===== config.mk =====
export PLATFORM = sky130hd
export DESIGN_NAME = bloco_inimigos
export DESIGN_NICKNAME = d
export VERILOG_FILES = /design/src/rtl/jogo_pkg.sv /design/src/rtl/conta_vivos.sv /design/src/rtl/bloco_inimigos.sv
export SDC_FILE = /design/constraint.sdc
export NUM_CORES = 1
export LEC_CHECK = 0
export CORE_MARGIN = 2
export CORE_UTILIZATION = 50
export DETAILED_ROUTE_END_ITERATION = 8
export PLACE_DENSITY_LB_ADDON = 0.15
export SLEW_MARGIN = 20
export SYNTH_ARGS = -nofsm -noshare
export SYNTH_HDL_FRONTEND = slang
export SYNTH_SLANG_ARGS = --single-unit

===== constraint.sdc =====
create_clock -name clk -period 5.1 [get_ports clk]
set_input_delay 1.02 -clock clk [delete_from_list [all_inputs] [get_ports clk]]
set_output_delay 1.02 -clock clk [all_outputs]
set_load 0.01 [all_outputs]

===== src/rtl/jogo_pkg.sv =====
`default_nettype none
// +----------------------------------------------------------------------------+
// | Module      : jogo_pkg                                                     |
// | Description : Shared game definitions: block FSM state encoding, game     |
// |               status values, move counter width, screen limit defaults.   |
// | Revision    : 1.0 - initial release                                        |
// +----------------------------------------------------------------------------+
package jogo_pkg;

    // Width of the move-timing counter
    localparam int c_CONT_W = 24;

    // Default screen limits for the enemy block
    localparam int c_X_MIN_DEF   = 8;
    localparam int c_X_MAX_DEF   = 120;
    localparam int c_Y_START_DEF = 10;
    localparam int c_Y_LIMIT_DEF = 100;

    // Enemy block FSM state encoding
    localparam logic [1:0] c_ST_MOVE_H    = 2'd0;
    localparam logic [1:0] c_ST_MOVE_DOWN = 2'd1;
    localparam logic [1:0] c_ST_DONE      = 2'd2;

    // Game status reported by the engine
    typedef enum logic [1:0] {
        JOGO_RODANDO = 2'd0,
        JOGO_VITORIA = 2'd1,
        JOGO_DERROTA = 2'd2
    } estado_jogo_t;

    // Clamp a 9-bit coordinate result into the 8-bit screen range
    function automatic logic [7:0] sat8(input logic [8:0] v);
        return v[8] ? 8'hFF : v[7:0];
    endfunction

endpackage : jogo_pkg
`default_nettype wire


===== src/rtl/conta_vivos.sv =====
`default_nettype none
// +----------------------------------------------------------------------------+
// | Module      : conta_vivos                                                  |
// | Description : Combinational population count of the enemy alive mask.    |
// | Revision    : 1.0 - initial release                                        |
// +----------------------------------------------------------------------------+
module conta_vivos #(
    parameter int N_ENEMY = 6
) (
    input  logic [N_ENEMY-1:0]           enemy_vivos,
    output logic [$clog2(N_ENEMY+1)-1:0] vivos
);

    localparam int c_W = $clog2(N_ENEMY + 1);

    // Sum the alive bits one by one
    always_comb begin
        vivos = '0;
        for (int i = 0; i < N_ENEMY; i++) begin
            vivos = vivos + c_W'(enemy_vivos[i]);
        end
    end

endmodule : conta_vivos
`default_nettype wire


===== src/rtl/bloco_inimigos.sv =====
`default_nettype none
// +----------------------------------------------------------------------------+
// | Module      : bloco_inimigos                                               |
// | Description : Enemy block motion controller. Walks the block side to side,|
// |               steps it down at each wall and flags the enemy win once the |
// |               block reaches Y_LIMIT.                                       |
// | Config      : define BLOCO_ACCEL_EN to scale the move delay with the      |
// |               number of enemies still alive (default: fixed delay).      |
// | Revision    : 1.0 - initial release                                        |
// +----------------------------------------------------------------------------+
module bloco_inimigos
    import jogo_pkg::*;
#(
    parameter int N_ENEMY         = 6,
    parameter int X_MIN           = c_X_MIN_DEF,
    parameter int X_MAX           = c_X_MAX_DEF,
    parameter int Y_START         = c_Y_START_DEF,
    parameter int Y_LIMIT         = c_Y_LIMIT_DEF,
    parameter int STEP_X          = 2,
    parameter int STEP_Y          = 4,
    parameter int MIN_DELAY       = 100000,
    parameter int DELAY_PER_ENEMY = 150000
) (
    input  logic               clk,
    input  logic               reset,
    input  logic               restart,
    input  logic [N_ENEMY-1:0] enemy_vivos,
    input  logic [1:0]         estado_jogo,
    output logic [7:0]         bloco_pos_X,
    output logic [7:0]         bloco_pos_Y,
    output logic               direcao,
    output logic               passo,
    output logic               vitoria_enemy
);

    localparam int c_VIVOS_W = $clog2(N_ENEMY + 1);

    logic [1:0]          r_state;
    logic [c_CONT_W-1:0] r_contador;
    logic [7:0]          r_x;
    logic [7:0]          r_y;
    logic                r_dir;
    logic                r_passo;
    logic                r_vitoria;

    logic [c_VIVOS_W-1:0] w_vivos;
    logic [c_CONT_W-1:0]  w_delay;
    logic                 w_run;
    logic                 w_move;
    logic [8:0]           w_x_mais;
    logic [7:0]           w_x_menos;
    logic [8:0]           w_y_mais;
    logic                 w_bate_dir;
    logic                 w_bate_esq;
    logic                 w_chega_fim;

    conta_vivos #(
        .N_ENEMY     (N_ENEMY)
    ) u_conta_vivos (
        .enemy_vivos (enemy_vivos),
        .vivos       (w_vivos)
    );

`ifdef BLOCO_ACCEL_EN
    // Fewer enemies alive means a shorter wait between moves
    always_comb begin
        w_delay = c_CONT_W'(MIN_DELAY)
                + c_CONT_W'(w_vivos) * c_CONT_W'(DELAY_PER_ENEMY);
    end
`else
    localparam logic [c_CONT_W-1:0] c_DELAY_FIX =
        c_CONT_W'(MIN_DELAY + N_ENEMY * DELAY_PER_ENEMY);

    // Fixed move period regardless of how many enemies remain
    always_comb begin
        w_delay = c_DELAY_FIX;
    end
`endif

    // Move timing and 9-bit boundary arithmetic
    always_comb begin
        w_run       = (estado_jogo == JOGO_RODANDO) && (w_vivos != '0)
                      && (r_state != c_ST_DONE);
        // >= so a kill that shrinks the delay below the count moves at once
        w_move      = w_run && (r_contador >= w_delay);
        w_x_mais    = {1'b0, r_x} + 9'(STEP_X);
        w_x_menos   = r_x - 8'(STEP_X);
        w_y_mais    = {1'b0, r_y} + 9'(STEP_Y);
        w_bate_dir  = (w_x_mais > 9'(X_MAX));
        w_bate_esq  = ({1'b0, r_x} < 9'(X_MIN + STEP_X));
        w_chega_fim = (w_y_mais >= 9'(Y_LIMIT));
    end

    // Block FSM, position, direction and move counter
    always_ff @(posedge clk) begin
        if (!reset || restart) begin
            r_state    <= c_ST_MOVE_H;
            r_contador <= '0;
            r_x        <= 8'(X_MIN);
            r_y        <= 8'(Y_START);
            r_dir      <= 1'b1;
            r_passo    <= 1'b0;
            r_vitoria  <= 1'b0;
        end else begin
            r_passo <= 1'b0;
            if (w_move) begin
                r_passo    <= 1'b1;
                r_contador <= '0;
                case (r_state)
                    c_ST_MOVE_H: begin
                        if (r_dir) begin
                            if (w_bate_dir) begin
                                r_state <= c_ST_MOVE_DOWN;
                            end else begin
                                r_x <= sat8(w_x_mais);
                            end
                        end else begin
                            if (w_bate_esq) begin
                                r_state <= c_ST_MOVE_DOWN;
                            end else begin
                                r_x <= w_x_menos;
                            end
                        end
                    end
                    c_ST_MOVE_DOWN: begin
                        r_y   <= sat8(w_y_mais);
                        r_dir <= ~r_dir;
                        if (w_chega_fim) begin
                            r_state   <= c_ST_DONE;
                            r_vitoria <= 1'b1;
                        end else begin
                            r_state <= c_ST_MOVE_H;
                        end
                    end
                    default: begin
                        r_state <= r_state;
                    end
                endcase
            end else if (w_run) begin
                r_contador <= r_contador + c_CONT_W'(1);
            end
        end
    end

    assign bloco_pos_X   = r_x;
    assign bloco_pos_Y   = r_y;
    assign direcao       = r_dir;
    assign passo         = r_passo;
    assign vitoria_enemy = r_vitoria;

endmodule : bloco_inimigos
`default_nettype wire


==> summary.md, run 1 <==
| Metric | Value |
|---|---|
| Status | finished clean |
| Maximum clock frequency | roughly 0.23 GHz |
| Setup Fix Bufs, Post-CTS | 0 |
| Synth warn | 0 |
| R2r endpoint | bloco_pos_X[5] |
| Hold Crit Depth | 2 |
| Total congestion overflow | 0 |
| Fraction of registers with async set/reset | 0% |
| CTS tree | done |
| Max-slew headroom | about 53% |
| Sequential area share after synthesis | 37.2% |
| Syn Nets | 305 |
| Drt pass-1 iters | 4 |
| GP Congestion | about 0.8 |
| DRC violation count after routing | 0 |
| FF-to-FF Start | bloco_pos_X[1] |
| Unrepaired setup endpoints after global routing | no |
| Critical path buffers and inverters | 3 |
| Antenna diode count | 0 |
| Setup total negative slack | 0 ps |
| Row cnt | 25 |
| Crit-path cells | clkdlybuf4s50_1 > ha_1 > inv_1 > fa_1 > fa_1 > inv_1 > fa_1 > or3b_1 > and3_1 > nand4_1 > nor2_1 > or3_1 |
| Placement Setup Slack | 430 ps |
| Comb power frac | 4.8% |
| Endpoints failing setup | 0 |
| MaxCap Viol Count | 0 |
| Via count | roughly 2k |
| NumNets Final | 331 |
| Root Buffer | clkbuf_8 |
| R2r setup slk | 2570 ps |
| Pwr dens | approximately 230 nW/µm² |
| Final period utilization | 84.6% |
| Avg Inst Size Synth | around 8.5 µm² |
| Die ar. | 5410 µm² |
| Cts repair resizes | 0 |
| Total track usage | a little under a fifth |
| Initial Util | 51.5% |
| Critical path's top delay family | simple AND/OR/NAND/NOR gates |
| Syn-to-layout area delta | 17.0% |
| Chip height | 73.6 µm |
| Hold-fix buffers, CTS | 0 |
| Worst min path class | reg -> reg |
| Slew Limit Fails | 0 |
| Antenna violations before repair | 0 |
| CP max stage cell | fa_1 |
| Cell mode on critical path | fa_1 |
| Clock latency on the worst-skew pair | 300 ps |
| Mapped Cells | 284 |
| Share of the synthesized area in the top cell type | 37.2% |
| Final setup margin | 787 ps |
| Slowest stage delay, CP | roughly 420 ps |
| Cell Area, Synth | roughly 2400 µm² |
| Starting DRT DRC Count | 123 |
| WL final | 4.65 mm |
| Clock-pin slew on the worst setup and hold paths | 90 ps |
| Worst VDD drop | roughly 0.17 mV |
| Skew final | 12.5 ps |
| Post-route ant nets | 0 |
| Clk pwr share | 42.0% |
| Setup crit start | enemy_vivos[0] |
| P_int | 0.000526 W |
| DR vias/cell | 5.62 |
| Vias in the first global route | 1905 |
| Clock Path Buffers | 2 |
| Yosys cell types | 57 |
| Synth Flop Type | dfxtp_1 |
| IO Count | 30 |
| Pin slew with the least headroom to its limit | ~700 ps |
| Crit path time final | 4310 ps |
| # fillers | 431 |
| Worst r2r path cells | 7 |
| WP data required | 5290 ps |
| Switching share of power | 20.4% |
| Critical path peak fanout | 10 |
| CTS Sinks | 45 |
| First-pass GRT wire length | 8.25 mm |
| EDFF count, synth | 0 |
| Largest cells by area after synthesis | dfxtp_1, nor2_1, nand2_1 |
| Hold path endpoint | vitoria_enemy |
| Startpoint types | input pin |
| Pleak | 0.994 nW |
| PortBufs | 29 |
| Final HPWL DP | ~3.3 mm |
| Number of synthesized register bits | 45 |
| Total CTS buffers | 5 |
| Htree depth | 2 |
| Power consumption | 0.000660 W |
| Synth area leader | dfxtp_1 |
| Die Wd | roughly 74 µm |
| CP endpoint kind | register |
| Area of the core | between 4000 and 5000 µm² |
| Worst EP arrival | 4510 ps |
| Largest net degree at the start of global routing | 25 |
| Critical path class | in -> reg |
| Share of cells above drive strength 1 | under 10% |
| NetSw | 0.000135 W |
| Sequential Power Share | 53.3% |
| Drt wl/cell | 12.7 µm |
| Worst hold start | vitoria_enemy |
| Final Hold Fails | 0 |
routing by layer:
metal | track usage (%) | up-vias | part of all wire (%)
met1 | 24.6 | 945 | 49
met4 | 6.87 | 0 | 1.6
li1 | - | 1063 | -
met5 | 0 | - | 0
met2 | 31.9 | 38 | 46
met3 | 3.70 | 7 | 3.0
cell usage in the layout (no fill, tap or decap), types with 6 or more instances in the layout:
master	netlist	layout
nor2_1	38	38
dfxtp_1	45	45
o21ai_0	6	6
a21oi_1	17	17
clkdlybuf4s50_1	0	29
inv_1	14	14
nand3_1	10	10
clkbuf_8	0	6
nand2_1	28	28
ha_1	7	7
xnor2_1	8	8
and3_1	8	8
xor2_1	12	12
nor3_1	8	8
layout make-up:
type                    instances  area [µm²]  area share, %
clock buffers                   7        86.3           3.05
clock inverters                 1        30.0           1.06
inverters                      15        56.3           1.99
multi-input cells             213        1390           49.2
flip-flops and latches         45         901           31.8
well taps                      54        67.6           2.39
repair buffers                 30         298           10.5
flip-flops by register name (all words and copies together), names as in the netlist:
| register | flops |
|---|---|
| bloco_pos_Y | 8 |
| r_state | 2 |
| r_contador | 24 |
| direcao | 1 |
| passo | 1 |
| bloco_pos_X | 8 |
| vitoria_enemy | 1 |
power by group through the flow:
stage | Sequential (W) | Combinational (W) | Clock [W]
after global placement | 0.000360 | 0.0000318 | 0
after floorplan | 0.000360 | 0.0000206 | 0
final | 0.000352 | 0.0000314 | 0.000277
after CTS | 0.000352 | 0.0000324 | 0.000282
after detailed placement | 0.000360 | 0.0000324 | 0
after global routing | 0.000352 | 0.0000371 | 0.000298
kinds of logic after synthesis:
kind of cell	count (synthesis)	synth area share (%)
simple gates	131	28.2
xor+xnor	20	7.24
flops	45	37.2
mux	1	0.414
buf+inv	26	5.22
fa+ha+maj	10	6.10
compound gates	51	15.5
how the worst max path moves through the flow:
| stage | to | slack [ps] | depth (start not counted) |
|---|---|---|---|
| 5_1_grt | bloco_pos_X[5] | 510 | 13 |
| 3_3_place_gp | bloco_pos_Y[1] | 500 | 12 |
| 4_1_cts | bloco_pos_Y[1] | 760 | 12 |
| 6_report | bloco_pos_Y[1] | 790 | 12 |
| 2_1_floorplan | bloco_pos_Y[1] | 1020 | 12 |
| 3_5_place_dp | bloco_pos_Y[1] | 430 | 12 |
synthesized netlist by cell type, drive strengths merged (2+ instances only):
cell / n
a31oi: 3
xor2: 12
nand2: 28
dfxtp: 45
and2: 2
nor4: 4
xnor2: 8
nand4b: 2
o311ai: 2
nand2b: 3
clkbuf: 6
a311oi: 2
buf: 4
nand3: 11
ha: 7
nand4: 5
and3: 10
a31o: 2
fa: 3
inv: 15
nor3b: 2
o21ai: 6
o41ai: 4
nor4b: 2
nor3: 8
and4: 5
nor2: 38
nor2b: 4
a21oi: 18
or3: 4
a211oi: 3
metrics by stage:
| step | std cells | util [%] | hold slack, ps | area, µm² |
|---|---|---|---|---|
| final | 365 | 60.3 | 480 | 2830 |
| after CTS | 365 | 60.3 | 482 | 2830 |
| after floorplan | 284 | - | 439 | 2420 |
| after global placement | 357 | 57.8 | 455 | 2710 |
| after detailed placement | 357 | 57.8 | 465 | 2710 |
| after global routing | 365 | 60.3 | 502 | 2830 |
worst reg2reg max path: stages (launching register included):
cell and delay [ps]:
dfxtp_1 510, ha_1 310, inv_1 120, nor4b_4 300
o32ai_2 170, a2111oi_4 650, a21oi_1 140, a311oi_1 250
(Power assumes the default switching activity.)
==> run 2, diff against run 1 <==
==> constraint.sdc (replaced) <==
create_clock -name clk -period 3.6 [get_ports clk]
set_input_delay 0.72 -clock clk [delete_from_list [all_inputs] [get_ports clk]]
set_output_delay 0.72 -clock clk [all_outputs]
set_load 0.01 [all_outputs]
==> summary.md, run 2 (same netlist as run 1, synthesis figures left out) <==
| Metric | Value |
|---|---|
| Maximum clock frequency | 0.283 GHz |
| Initial Util | between 50% and 60% |
| Status | finished clean |
| Vias in the first global route | between 1.5k and 2k |
| Critical path peak fanout | 6 |
| Startpoint types | input pin |
| R2r setup slk | 1200 ps |
| Root Buffer | clkbuf_8 |
| Slew Limit Fails | 0 |
| Share of cells above drive strength 1 | approximately an eighth |
| Clock Path Buffers | 2 |
| Placement Setup Slack | -647 ps |
| Worst EP arrival | 3720 ps |
| CTS tree | done |
| Worst min path class | reg -> reg |
| Hold path endpoint | vitoria_enemy |
| Post-layout util | 62.5% |
| FF-to-FF Start | bloco_pos_X[1] |
| Final HPWL DP | roughly 3.6 mm |
| Pin slew with the least headroom to its limit | 796 ps |
| Final Hold Fails | 0 |
| Row cnt | 25 |
| MaxCap Viol Count | 0 |
| Post-route ant nets | 0 |
| Endpoints failing setup | 0 |
| PortBufs | 29 |
| Most frequent cells in the layout | dfxtp_1, nor2_1, nand2_1 |
| WP data required | ~3800 ps |
| Pleak | 1.05 nW |
| Htree depth | 2 |
| Final setup margin | 72.3 ps |
| Critical path class | in -> reg |
| Max-slew headroom | 46.9% |
| Commonest non-fill, non-tap cell in the layout | dfxtp_1 |
| Final period utilization | between 90% and 100% |
| First-pass GRT wire length | 8.37 mm |
| CP endpoint kind | register |
| Setup total negative slack | 0 ps |
| DRC violation count after routing | 0 |
| Chip height | between 70 and 80 µm |
| Pwr dens | 293 nW/µm² |
| Clock latency on the worst-skew pair | a little under 300 ps |
| Area of the core | 4690 µm² |
| Total CTS buffers | 5 |
| Worst hold start | vitoria_enemy |
| Max reg flops | 24 |
| Top reg by flops | r_contador |
| Starting DRT DRC Count | 129 |
| WL final | 4.93 mm |
| Die Wd | approximately 74 µm |
| GP Congestion | 0.845 |
| DR vias/cell | 5.65 |
| Worst r2r path cells | 9 |
| CTS Sinks | 45 |
| Total track usage | 19.6% |
| Syn-to-layout area delta | 21.3% |
| Die ar. | 5410 µm² |
| R2r endpoint | bloco_pos_X[2] |
| Hold Crit Depth | 2 |
| NumNets Final | ~340 |
| Via count | 2117 |
| Drt pass-1 iters | 4 |
| Drt wl/cell | 13.1 µm |
| Worst VDD drop | 0.226 mV |
| Total congestion overflow | 0 |
| Antenna diode count | 0 |
| Skew final | 4.78 ps |
| Clock-pin slew on the worst setup and hold paths | 80 ps |
| IO Count | 30 |
| Antenna violations before repair | 0 |
| Crit path time final | roughly 3500 ps |
| Largest net degree at the start of global routing | 25 |
run 2: changes by cell type in the layout (fill, tap and decap cells not counted), moves of 2 or more:
cell / delta
buf_4: +8
dlymetal6s2s_1: +2
clkdlybuf4s50_1: -4
inv_2: +3
nor3_1: -2
buf_2: +2
nor3_2: +2
inv_1: -3
run 2: repair_timing:
action,4_1_cts,5_1_grt
setup endpoints to repair,40,17
resized for setup,7,11
cloned,0,1
buffers inserted,3,2
hold buffers,0,0
pin swaps,3,9
run 2: worst max path at each step:
stage | start | end | slack, ps | cells after the start
floorplan | enemy_vivos[1] | bloco_pos_Y[1] | -80 | 12
CTS | enemy_vivos[1] | bloco_pos_X[3] | -20 | 15
detailed placement | enemy_vivos[1] | bloco_pos_X[5] | -650 | 13
finish | enemy_vivos[0] | bloco_pos_X[2] | 70 | 14
global route | enemy_vivos[0] | bloco_pos_X[2] | -10 | 14
global placement | enemy_vivos[0] | bloco_pos_X[5] | -560 | 13
run 2: critical path: stages:
cell and delay, ps:
buf_2 120, ha_4 260, inv_2 30, fa_1 490, fa_2 370, inv_2 60, fa_1 380, or3b_4 420
and3_4 200, nand3_4 110, a2111oi_4 50, buf_6 160, buf_4 130, o31ai_1 220
run 2: per-layer routing:
metal / up-vias / wire [µm] / GRT usage [%] / share of wire, %
li1: 1076 / - / - / -
met1: 1002 / 2280 / 24.0 / 46
met2: 32 / 2410 / 33.1 / 49
met3: 7 / 165 / 4.66 / 3.3
met4: 0 / 74 / 7.47 / 1.5
met5: - / 0 / 0 / 0
run 2: layout make-up:
class	count	area (µm²)
timing repair buffer	41	389
clock buffer	7	86.3
tap	54	67.6
sequential	45	901
multi-input combinational	213	1430
fill	406	1760
inverter	15	56.3
run 2: per-stage QoR:
stage | std cells | hold slack (ps) | instance area, µm² | power [W]
3_5_place_dp | 364 | 459 | 2790 | 0.000563
3_3_place_gp | 364 | 449 | 2790 | 0.000562
4_1_cts | 373 | 477 | 2910 | 0.000873
2_1_floorplan | 284 | 439 | 2440 | 0.000542
5_1_grt | 375 | 494 | 2930 | 0.000899
6_report | 375 | 469 | 2930 | 0.000861
run 2: where the power goes:
| part | switching, W | internal [W] |
|---|---|---|
| Combinational | 0.0000290 | 0.0000280 |
| Clock | 0.000153 | 0.000152 |
| Sequential | 0.000000799 | 0.000498 |
| Total | 0.000183 | 0.000678 |
==> run 3, diff against run 2 <==
--- a/config.mk
+++ b/config.mk
@@ -9,6 +9,7 @@
 export CORE_UTILIZATION = 50
 export DETAILED_ROUTE_END_ITERATION = 8
 export PLACE_DENSITY_LB_ADDON = 0.15
+export REMOVE_ABC_BUFFERS = 1
 export SLEW_MARGIN = 20
 export SYNTH_ARGS = -nofsm -noshare
 export SYNTH_HDL_FRONTEND = slang
==> summary.md, run 3 (same netlist as run 1, synthesis figures left out) <==
| Metric | Value |
|---|---|
| Pin slew with the least headroom to its limit | 805 ps |
| Skew final | 10.6 ps |
| Setup crit start | enemy_vivos[0] |
| WP data required | 3810 ps |
| Critical path class | in -> reg |
| Final HPWL DP | 3.35 mm |
| DRC violation count after routing | 0 |
| MaxCap Viol Count | 0 |
| Drt pass-1 iters | 4 |
| Clock latency on the worst-skew pair | 300 ps |
| Via count | 2084 |
| Post-layout util | between 60% and 70% |
| Area of the core | between 4000 and 5000 µm² |
| Total congestion overflow | 0 |
| CP max stage cell | fa_1 |
| CTS tree | done |
| Htree depth | 2 |
| Root Buffer | clkbuf_8 |
| DR vias/cell | 5.50 |
| Clock Path Buffers | 2 |
| Startpoint types | input pin |
| NumNets Final | 345 |
| CP endpoint kind | register |
| Most frequent cells in the layout | dfxtp_1, nor2_1, nand2_1 |
| Finished Cell Area | 3000 µm² |
| Final period utilization | 96.0% |
| PortBufs | 29 |
| Worst EP arrival | 3670 ps |
| Crit-path cells | clkbuf_2 > ha_1 > inv_2 > fa_1 > fa_2 > inv_2 > fa_1 > or3b_4 > and3_4 > nand3_4 > buf_12 > nor2b_1 > and3_1 > a211oi_1 |
| Finished Layout Cells | around 380 |
| Unrepaired setup endpoints after global routing | no |
| Share of cells above drive strength 1 | 14.2% |
| Clock-pin slew on the worst setup and hold paths | 90 ps |
| Total track usage | around 20% |
| Antenna diode count | 0 |
| WL final | 4.89 mm |
| Row cnt | 25 |
| Chip height | 73.6 µm |
| Crit path time final | 3450 ps |
| Worst min path class | reg -> reg |
| Die ar. | roughly 5400 µm² |
| Setup total negative slack | 0 ps |
| Slew Limit Fails | 0 |
| Post-DP Area | between 2000 and 3000 µm² |
| Post-route ant nets | 0 |
| Vias in the first global route | 1929 |
| Critical path peak fanout | 5 |
| Cell count after placement | 365 |
| First-pass GRT wire length | about 8.5 mm |
| Slowest stage delay, CP | 450 ps |
| Max-slew headroom | between 40 and 50% |
| Largest net degree at the start of global routing | 25 |
| Maximum clock frequency | 0.289 GHz |
| Drt wl/cell | 12.9 µm |
| Starting DRT DRC Count | between 100 and 150 |
| Total CTS buffers | 5 |
| Commonest non-fill, non-tap cell in the layout | dfxtp_1 |
| Pleak | 1.08 nW |
| GP Congestion | 0.871 |
| CTS Sinks | 45 |
| Max reg flops | 24 |
| Syn-to-layout area delta | 23.8% |
| Initial Util | between 50% and 60% |
| FF-to-FF Start | bloco_pos_X[1] |
| Worst VDD drop | ~0.3 mV |
| Status | finished clean |
| Pwr dens | 300 nW/µm² |
| Worst hold start | vitoria_enemy |
| Final Hold Fails | 0 |
| Endpoints failing setup | 0 |
| IO Count | 30 |
| Antenna violations before repair | 0 |
| Top reg by flops | r_contador |
| Die Wd | roughly 74 µm |
==> run 3: path summary, 6_finish.rpt <==
path | end | slack [ps] | depth (start not counted)
max reg2reg | bloco_pos_X[4] | 1180 | 8
max | bloco_pos_Y[2] | 150 | 14
min | vitoria_enemy | 470 | 2
min reg2reg | vitoria_enemy | 470 | 2
==> run 3: cell type report <==
class / instances / area (µm²)
clock inverter: 1 / 5.00
tap: 54 / 67.6
timing repair buffer: 44 / 427
multi-input combinational: 213 / 1440
fill: 411 / 1700
sequential: 45 / 901
clock buffer: 7 / 96.3
inverter: 15 / 56.3
==> run 3: where the power goes <==
part | total (W) | internal [W] | switching (W)
clock | 0.000338 | 0.000173 | 0.000164
sequential | 0.000499 | 0.000498 | 0.000000805
combinational | 0.0000611 | 0.0000318 | 0.0000293
total | 0.000898 | 0.000703 | 0.000194
==> run 3: per-layer routing <==
layer	global-route usage (%)	up-vias	share of wire, %
met5	0	-	0
met4	6.67	0	1.3
met3	3.70	6	2.7
li1	-	1086	-
met2	34.0	28	48
met1	24.7	964	48
==> run 3: critical path: cells and delay by family <==
family	cells	cell delay (ps)
adders and majority gates	4	1480
buffers and inverters	4	290
and+or+nand+nor	5	990
AOI/OAI and AO/OA	1	190
==> run 3: metrics by stage <==
step	hold slack, ps	worst slack (ps)	power (W)
after floorplan	439	-117	0.000536
after CTS	479	2.31	0.000904
after detailed placement	460	-592	0.000565
final	470	146	0.000898
after global placement	461	-489	0.000563
after global routing	500	33.2	0.000927
==> run 3: repair_timing <==
action / in CTS / in global routing
buffers inserted: 5 / 2
hold buffers: 0 / 0
pin swaps: 8 / 7
endpoints found under the setup margin: 41 / 36
resized for setup: 16 / 7
